**src/rtl/sram_axi_bridge.sv**
```systemverilog
// Uncached data-side SRAM-to-AXI3 bridge: posted writes through an in-order write buffer,
// reads stall on buffered-address hits. Define SRAM_AXI_FWD_EN for store-to-load forwarding.
module sram_axi_bridge #(
  parameter int         DATA_W     = 32,
  parameter int         WBUF_DEPTH = 4,
  parameter logic [3:0] RD_ID      = 4'h1,
  parameter logic [3:0] WR_ID      = 4'h1
) (
  input  logic                clk,
  input  logic                aresetn,
  input  logic                req_en,
  input  logic                req_wr,
  input  logic [31:0]         req_addr,
  input  logic [2:0]          req_size,
  input  logic [DATA_W-1:0]   req_wdata,
  input  logic [DATA_W/8-1:0] req_wstrb,
  output logic                req_stall,
  output logic [DATA_W-1:0]   rdata_o,
  output logic                bus_err,
  output logic [3:0]          awid,
  output logic [31:0]         awaddr,
  output logic [3:0]          awlen,
  output logic [2:0]          awsize,
  output logic [1:0]          awburst,
  output logic [1:0]          awlock,
  output logic [3:0]          awcache,
  output logic [2:0]          awprot,
  output logic                awvalid,
  input  logic                awready,
  output logic [3:0]          wid,
  output logic [DATA_W-1:0]   wdata,
  output logic [DATA_W/8-1:0] wstrb,
  output logic                wlast,
  output logic                wvalid,
  input  logic                wready,
  input  logic [3:0]          bid,
  input  logic [1:0]          bresp,
  input  logic                bvalid,
  output logic                bready,
  output logic [3:0]          arid,
  output logic [31:0]         araddr,
  output logic [3:0]          arlen,
  output logic [2:0]          arsize,
  output logic [1:0]          arburst,
  output logic [1:0]          arlock,
  output logic [3:0]          arcache,
  output logic [2:0]          arprot,
  output logic                arvalid,
  input  logic                arready,
  input  logic [3:0]          rid,
  input  logic [DATA_W-1:0]   rdata,
  input  logic [1:0]          rresp,
  input  logic                rlast,
  input  logic                rvalid,
  output logic                rready
);
  localparam int SW = DATA_W / 8;
  localparam int OB = $clog2(SW);
  localparam int IW = $clog2(WBUF_DEPTH);
  localparam int PW = IW + 1;

  typedef struct packed {
    logic [31:0]       addr;
    logic [2:0]        size;
    logic [DATA_W-1:0] data;
    logic [SW-1:0]     strb;
  } wbuf_t;

  typedef enum logic [1:0] {W_IDLE, W_ADDR, W_RESP} wstate_t;
  typedef enum logic [2:0] {R_IDLE, R_HOLD, R_ADDR, R_DATA, R_DONE} rstate_t;

  wbuf_t         wbuf [WBUF_DEPTH];
  wbuf_t         head;
  logic [PW-1:0] wptr, rptr, count;
  logic          full, empty, push, pop;
  wstate_t       wstate, wnext;
  rstate_t       rstate, rnext;
  logic          aw_done, w_done, aw_hs, w_hs;
  logic          rd_req, hit, fwd;
  logic [DATA_W-1:0] fwd_data;
  logic [31:0]   ar_addr;
  logic [2:0]    ar_size;
  logic [WBUF_DEPTH-1:0] ent_vld, ent_hit;
  logic          unused_ok;

  assign unused_ok = ^{bid, rid};

  // ---------------- write buffer ----------------
  assign count = wptr - rptr;
  assign empty = (wptr == rptr);
  assign full  = (wptr[PW-1] != rptr[PW-1]) && (wptr[IW-1:0] == rptr[IW-1:0]);
  assign push  = req_en && req_wr && !full;
  assign pop   = (wstate == W_RESP) && bvalid;
  assign head  = wbuf[rptr[IW-1:0]];

  always_ff @(posedge clk) begin
    if (!aresetn) begin
      wptr <= '0;
      rptr <= '0;
    end else begin
      if (push) wptr <= wptr + PW'(1);
      if (pop)  rptr <= rptr + PW'(1);
    end
  end

  always_ff @(posedge clk) begin
    if (push) wbuf[wptr[IW-1:0]] <= '{addr: req_addr, size: req_size, data: req_wdata, strb: req_wstrb};
  end

  // An entry is live while its distance from the head is below the occupancy.
  for (genvar g = 0; g < WBUF_DEPTH; g++) begin : g_ent
    logic [IW-1:0] ofs;
    assign ofs        = IW'(g) - rptr[IW-1:0];
    assign ent_vld[g] = {1'b0, ofs} < count;
    assign ent_hit[g] = ent_vld[g] && (wbuf[g].addr[31:OB] == req_addr[31:OB]);
  end
  assign hit = |ent_hit;

`ifdef SRAM_AXI_FWD_EN
  logic [IW-1:0] fwd_idx;
  // Walk oldest to youngest so the youngest hit wins.
  always_comb begin
    fwd      = 1'b0;
    fwd_data = '0;
    fwd_idx  = '0;
    for (int k = 0; k < WBUF_DEPTH; k++) begin
      fwd_idx = rptr[IW-1:0] + IW'(k);
      if (ent_hit[fwd_idx]) begin
        fwd      = &wbuf[fwd_idx].strb;
        fwd_data = wbuf[fwd_idx].data;
      end
    end
  end
`else
  assign fwd      = 1'b0;
  assign fwd_data = '0;
`endif

  // ---------------- drain FSM ----------------
  assign aw_hs = awvalid && awready;
  assign w_hs  = wvalid && wready;

  always_ff @(posedge clk) begin
    if (!aresetn) wstate <= W_IDLE;
    else          wstate <= wnext;
  end

  // A push into an empty buffer is visible to the head next cycle, so look ahead on it.
  always_comb begin
    wnext = wstate;
    case (wstate)
      W_IDLE:  if (!empty || push) wnext = W_ADDR;
      W_ADDR:  if ((aw_done || aw_hs) && (w_done || w_hs)) wnext = W_RESP;
      W_RESP:  if (bvalid) wnext = W_IDLE;
      default: wnext = W_IDLE;
    endcase
  end

  always_comb begin
    awvalid = (wstate == W_ADDR) && !aw_done;
    wvalid  = (wstate == W_ADDR) && !w_done;
    bready  = (wstate == W_RESP);
  end

  always_ff @(posedge clk) begin
    if (!aresetn || wstate != W_ADDR) begin
      aw_done <= 1'b0;
      w_done  <= 1'b0;
    end else begin
      if (aw_hs) aw_done <= 1'b1;
      if (w_hs)  w_done  <= 1'b1;
    end
  end

  // ---------------- read FSM ----------------
  assign rd_req = req_en && !req_wr;

  always_ff @(posedge clk) begin
    if (!aresetn) rstate <= R_IDLE;
    else          rstate <= rnext;
  end

  always_comb begin
    rnext = rstate;
    case (rstate)
      R_IDLE:  if (rd_req) rnext = fwd ? R_DONE : (hit ? R_HOLD : R_ADDR);
      R_HOLD:  if (!hit) rnext = R_ADDR;
      R_ADDR:  if (arready) rnext = R_DATA;
      R_DATA:  if (rvalid && rlast) rnext = R_DONE;
      R_DONE:  rnext = R_IDLE;
      default: rnext = R_IDLE;
    endcase
  end

  always_comb begin
    arvalid   = (rstate == R_ADDR);
    rready    = (rstate == R_DATA);
    req_stall = 1'b0;
    if (aresetn && req_en) req_stall = req_wr ? full : (rstate != R_DONE);
  end

  always_ff @(posedge clk) begin
    if (!aresetn) begin
      ar_addr <= '0;
      ar_size <= '0;
    end else if (rstate == R_IDLE || rstate == R_HOLD) begin
      ar_addr <= req_addr;
      ar_size <= req_size;
    end
  end

  always_ff @(posedge clk) begin
    if (!aresetn) begin
      rdata_o <= '0;
      bus_err <= 1'b0;
    end else begin
      if (rstate == R_DATA && rvalid && rlast)  rdata_o <= rdata;
      else if (rstate == R_IDLE && rd_req && fwd) rdata_o <= fwd_data;
      if ((bvalid && bready && bresp != 2'b00) || (rvalid && rready && rresp != 2'b00))
        bus_err <= 1'b1;
    end
  end

  // ---------------- AXI constants / payload ----------------
  assign awid    = WR_ID;
  assign awaddr  = head.addr;
  assign awlen   = 4'd0;
  assign awsize  = head.size;
  assign awburst = 2'b01;
  assign awlock  = 2'b00;
  assign awcache = 4'h0;
  assign awprot  = 3'b000;
  assign wid     = WR_ID;
  assign wdata   = head.data;
  assign wstrb   = head.strb;
  assign wlast   = 1'b1;
  assign arid    = RD_ID;
  assign araddr  = ar_addr;
  assign arlen   = 4'd0;
  assign arsize  = ar_size;
  assign arburst = 2'b01;
  assign arlock  = 2'b00;
  assign arcache = 4'h0;
  assign arprot  = 3'b000;
endmodule

```
**config.mk**
```make
export PLATFORM = sky130hd
export DESIGN_NAME = sram_axi_bridge
export DESIGN_NICKNAME = d
export VERILOG_FILES = /design/src/rtl/sram_axi_bridge.sv
export SDC_FILE = /design/constraint.sdc
export NUM_CORES = 1
export LEC_CHECK = 0
export BUFFER_PORTS_ARGS = -buffer_cell sky130_fd_sc_hd__buf_4
export CORE_MARGIN = 2
export CORE_UTILIZATION = 55
export CTS_CLUSTER_SIZE = 14
export DETAILED_ROUTE_END_ITERATION = 8
export HOLD_SLACK_MARGIN = 0.1
export PLACE_DENSITY_LB_ADDON = 0.12
export SYNTH_ARGS = -nofsm -noshare
export SYNTH_HDL_FRONTEND = slang
export SYNTH_SLANG_ARGS = --single-unit
```
**constraint.sdc**
```tcl
create_clock -name clk -period 4.8 [get_ports clk]
set_clock_uncertainty 0.15 [all_clocks]
set_input_delay 0.48 -clock clk [delete_from_list [all_inputs] [get_ports clk]]
set_output_delay 0.48 -clock clk [all_outputs]
set_load 0.02 [all_outputs]
```
==> metrics.csv, run 1 <==
metric;value;unit
XOR/XNOR Fraction of Synth Area;7.26;%
n_diodes;0;
CP Capture Type;output port;
CTS Buffer Depth;3;
Reg2Reg Setup Slack;1.63;ns
GR Util met1;31.8;%
area fraction of the dominant cell type after synthesis;55.4;%
Routed Antenna Nets;0;
Worst R2R End;wbuf[2][65]$_DFFE_PP_;
static leakage;6.95;nW
first-pass GRT wire length;54000;µm
Setup TNS Final;0;ns
WHS Endpoint;rdata_o[24]$_SDFFE_PN0P_;
Hold Path Origin;rdata[24];
Die H;171;µm
Hold Crit Depth;3;
vias per cell;5.28;
Site Rows;61;
Post-CTS Resized;0;
drt total wl;37000;µm
Synth Area in Compound Gates;2.84;%
DP HPWL;24400;µm
DR vias;9353;
clk root buf;clkbuf_16;
met3 Use GR;5.96;%
crit start category;register;
most common cell after layout, fill and taps aside;edfxtp_1;
largest family of logic cells by synthesized area;multiplexers;
layout overhead on the synthesized area;27.1;%
worst-path maximum fanout;40;
relative slew slack;22.7;%
RePlAce Congestion;0.814;
grt ovf;0;
max-cap viol count;0;
DIE AREA;29400;µm²
grt met2 use;42.9;%
crit path DAT;2.63;ns
synth unique cells;39;
Cell Pwr Density;382;nW/µm²
Skew-Pair Late Insertion Delay;0.52;ns
Core Area;27700;µm²
period utilisation layout;68.0;%
# nets final;1505;
final core occ;70.6;%
Worst R2R Start;wptr[0]$_SDFFE_PN0P_;
Synth Area per Inst;15.1;µm²
Period minus WS final;3.26;ns
largest net degree at the start of global routing;51;
mux contribution to synthesized area;10.5;%
H-tree depth;2;
VDD IR max;0.000315;V
number of buffers added on ports;261;
gr busiest metal;met2;
Post-CTS Setup Bufs;0;
CTS Buf Count;38;
status;finished, final reports clean;
Die X;171;µm
final setup vio count;0;
RSZ-0062 raised after global routing;no;
Worst Setup Path Type;register to output port;
simple-gate share of the synthesized area;6.76;%
top cells by area, synth;edfxtp_1 55%, dfxtp_1 11%, mux4_2 10%, xnor2_1 7.0%, nand2_1 3.6%;
CTS tree;built;
I/O pin total;313;
adder-cell share of the synthesized area;1.27;%
max-slew violations;0;
R2R depth;7;
Starting Density;55.6;%
CTS Hold Buffers Added;101;
cell area after synthesis;15400;µm²
Tightest Pin Transition;1.16;ns
fmax;0.306;GHz
post-synth top area cell;edfxtp_1;
min-delay worst type;input pin to register;
total track usage;24.9;%
drt initial violations;649;
commonest cells after routing, fill and taps aside;284 x edfxtp_1, 270 x buf_4, 148 x nand2_1, 123 x xnor2_1, 101 x dlygate4sd3_1;
Clock Sinks;367;
post-DR wirelength/cell;20.9;µm
#FFs+latches synth;367;
sequential fraction of the synthesis area;66.2;%
initial antenna violation count;0;
layout cells sized above 1;29.5;%
synthesized instance count;1022;
number of global-route vias before repair;9247;
register clock-pin slew on the reported worst setup and hold paths;0.06;ns
final hold violations;0;
Initial DRT Pass Iterations;4;
YS warnings;0;
CP required;4.17;ns
number of remaining DRC errors;0;
[worst max-delay path by stage]
stage / end / cells past startpoint / startpoint
4_1_cts: awaddr[6] / 3 / register
3_5_place_dp: wbuf[2][61]$_DFFE_PP_ / 7 / wptr[0]$_SDFFE_PN0P_
6_report: awaddr[30] / 3 / register
3_3_place_gp: wbuf[2][65]$_DFFE_PP_ / 7 / wptr[0]$_SDFFE_PN0P_
5_1_grt: awaddr[11] / 3 / register
2_1_floorplan: wbuf[3][0]$_DFFE_PP_ / 6 / wptr[0]$_SDFFE_PN0P_
[synth_stat cells]
library cell	n
nor3_1	3
a22o_1	1
conb_1	2
buf_2	18
xor2_1	1
mux4_2	71
buf_1	2
mux2i_1	2
o21a_1	1
and4_1	1
clkbuf_1	28
nand4_1	28
ha_1	14
edfxtp_1	284
o211ai_2	1
xnor2_1	123
and2_1	4
buf_4	43
fa_1	1
a2111oi_0	1
nor2b_1	4
o21ai_1	1
nor3b_1	2
nand3_1	7
o2111a_1	1
buf_6	20
xnor2_2	2
a21oi_1	69
or2_2	2
nor4_1	9
nor2_1	23
inv_1	11
o21ai_0	6
and4_4	1
nand3b_1	1
nand2b_1	2
o211ai_1	1
dfxtp_1	83
nand2_1	148
[logic make-up (layout without fill, tap and decap cells)]
logic type      Yosys count  count (layout)
xor+xnor                126             126
mux                      73              73
other cells               2              43
compound gates           82              82
buf+inv                 122             454
fa+ha+maj                15              15
simple gates            235             235
flops                   367             367
[sequential cells by signal, summed over array words and instances, names as in the netlist, named ones only]
signal and cells:
rdata_o 32, araddr 32, bus_err 1, wstate 2
wptr 3, rstate 3, rptr 3, arsize 3
w_done 1, aw_done 1, wbuf 284
[routing by layer]
metal,wire length (µm),part of all wire (%),up-vias
met3,3040,8.2,45
li1,-,-,4329
met5,0,0,-
met1,14500,39,4622
met4,733,2.0,0
met2,18700,51,357
[through the flow]
stage	instances	instance area (µm²)	total power, mW	setup WS, ns	hold slack (ns)
finish	1773	19600	7.48	1.54	0.119
global route	1773	19600	7.75	1.34	0.115
CTS	1773	19600	7.53	1.45	0.103
detailed placement	1602	17400	4.70	1.60	0.297
global placement	1602	17400	4.68	1.63	0.292
floorplan	1063	15600	4.30	1.23	0.314
[layout make-up]
class                      count  area [µm²]
sequential                   367       10200
inverter                      11        41.3
timing repair buffer         373        3080
clock buffer                  58        1110
multi-input combinational    574        4590
fill                        1910        8140
clock inverter                12        75.1
tap                          378         473
[where the power goes]
part	switching (mW)	internal, mW
clock network	1.18	1.61
logic	0.618	0.453
registers	0.0780	3.54
[worst max-delay path: stages, from the launching register on]
cell and delay (ns):
dfxtp_4 0.89, buf_12 0.37, mux4_2 0.60, buf_4 0.18
No activity file was read; power rests on OpenSTA's default activity.
==> run 2: changes to the inputs <==
--- a/config.mk
+++ b/config.mk
@@ -7,7 +7,7 @@
 export LEC_CHECK = 0
 export BUFFER_PORTS_ARGS = -buffer_cell sky130_fd_sc_hd__buf_4
 export CORE_MARGIN = 2
-export CORE_UTILIZATION = 55
+export CORE_UTILIZATION = 50
 export CTS_CLUSTER_SIZE = 14
 export DETAILED_ROUTE_END_ITERATION = 8
 export HOLD_SLACK_MARGIN = 0.1
==> constraint.sdc (replaced) <==
create_clock -name clk -period 3 [get_ports clk]
set_clock_uncertainty 0.15 [all_clocks]
set_input_delay 0.3 -clock clk [delete_from_list [all_inputs] [get_ports clk]]
set_output_delay 0.3 -clock clk [all_outputs]
set_load 0.02 [all_outputs]
==> run 2 against run 1 <==
Effect of this change: worst setup slack worse by 1.4 ns; via count is 0.69% higher; largest cell class unchanged; routed wire length is 2.7% lower; worst hold slack gained 0.054 ns.
==> metrics.csv, run 2 (synthesized netlist as in run 1, its figures left out) <==
metric;value;unit
status;finished, final reports clean;
first-pass GRT wire length;54900;µm
# nets final;1536;
max-slew violations;0;
Routed Antenna Nets;0;
Site Rows;64;
switching power;2.99;mW
min-delay worst type;input pin to register;
crit start category;register;
switching fraction of total power;24.5;%
RSZ-0062 raised after global routing;no;
Skew-Pair Late Insertion Delay;0.52;ns
Filler Cell Count;2215;
CTS tree;built;
Comb power frac;14.3;%
Layout Cells excl Fill;1824;
number of global-route vias before repair;9560;
initial antenna violation count;0;
Core Area;30400;µm²
drt total wl;36000;µm
Pint;9.19;mW
Post-CTS Setup Bufs;0;
CP required;3.31;ns
setup ws final;0.179;ns
most common cell after layout, fill and taps aside;edfxtp_1;
crit path DAT;3.13;ns
Die X;179;µm
largest net degree at the start of global routing;39;
RePlAce Congestion;0.791;
pre-CTS WS;0.127;ns
drt initial violations;651;
grt ovf;0;
final core occ;66.0;%
DP Area;17600;µm²
DR vias;9418;
static leakage;7.16;nW
placed insts;1633;
Tightest Pin Transition;0.846;ns
vias per cell;5.16;
clk root buf;clkbuf_16;
sequential cell area;10200;µm²
register clock-pin slew on the reported worst setup and hold paths;0.06;ns
n_diodes;0;
CP Capture Type;register;
H-tree depth;2;
commonest cells after routing, fill and taps aside;284 x edfxtp_1, 271 x buf_4, 148 x nand2_1, 123 x xnor2_1, 117 x dlygate4sd3_1;
number of buffers added on ports;261;
I/O pin total;313;
Worst Setup Path Type;register to register;
final instance area;20100;µm²
Initial DRT Pass Iterations;5;
relative slew slack;43.6;%
Period minus WS final;2.82;ns
CTS Buf Count;40;
worst-path maximum fanout;5;
Clock Sinks;367;
max reg flops;284;
layout overhead on the synthesized area;30.4;%
clock share of power;38.2;%
Starting Density;50.6;%
CTS Buffer Depth;3;
VDD IR max;0.000384;V
period utilisation layout;94.0;%
final setup vio count;0;
layout cells sized above 1;29.9;%
max-cap viol count;0;
total track usage;22.1;%
DP HPWL;23800;µm
Cell Pwr Density;606;nW/µm²
post-DR wirelength/cell;19.7;µm
fmax;0.354;GHz
number of remaining DRC errors;0;
DIE AREA;32200;µm²
final hold violations;0;
Flop pwr share;47.5;%
area of the multi-input gates;4590;µm²
Setup TNS Final;0;ns
Die H;179;µm
## run 2: per-layer routing
layer	global-route usage, %	routed length [µm]	share of wire (%)
met5	0	0	0
met4	6.96	929	2.6
met3	3.91	2040	5.7
met2	37.3	17700	49
met1	29.2	15300	43
## run 2: area by class of cell
type	instances	area share [%]
sequential	367	50.8
tap	396	2.47
inverter	11	0.206
clock buffer	59	5.75
multi-input combinational	574	22.9
clock inverter	15	0.567
timing repair buffer	402	17.4
## run 2: power groups by stage
stage	Combinational, mW	Sequential (mW)	Clock (mW)
5_1_grt	1.89	5.80	4.94
4_1_cts	1.77	5.78	4.75
3_3_place_gp	1.63	5.88	0
2_1_floorplan	0.906	5.97	0
3_5_place_dp	1.64	5.89	0
6_report	1.75	5.78	4.65
## run 2: repair_timing
action | in CTS | in global routing
resized for setup | 0 | 1
endpoints found under the setup margin | 0 | 2
hold buffers | 117 | 0
endpoints found under the hold margin | 362 | 0
## run 2: final timing paths
check,cells past startpoint,slack [ns],endpoint,startpoint
max,12,0.18,rstate[0]$_SDFFE_PN0P_,wptr[0]$_SDFFE_PN0P_
max reg2reg,12,0.18,rstate[0]$_SDFFE_PN0P_,wptr[0]$_SDFFE_PN0P_
min,4,0.17,rstate[2]$_SDFFE_PN0P_,rlast
min reg2reg,2,0.30,rdata_o[22]$_SDFFE_PN0P_,rdata_o[22]$_SDFFE_PN0P_
## run 2: metrics by stage
stage | power, mW | hold WS, ns
after floorplan | 6.87 | 0.249
after global placement | 7.51 | 0.292
after detailed placement | 7.53 | 0.298
after CTS | 12.3 | 0.158
after global routing | 12.6 | 0.183
final | 12.2 | 0.173
## run 2: worst max-delay path, cell delays in order (launching register included)
cell and delay (ns):
dfxtp_2 0.38, inv_1 0.11, ha_1 0.22, inv_1 0.06
fa_1 0.41, inv_1 0.17, ha_1 0.26, nor2b_1 0.12
o21ai_0 0.20, nand3_1 0.12, and4_4 0.21, o211ai_2 0.16
o2111a_1 0.19
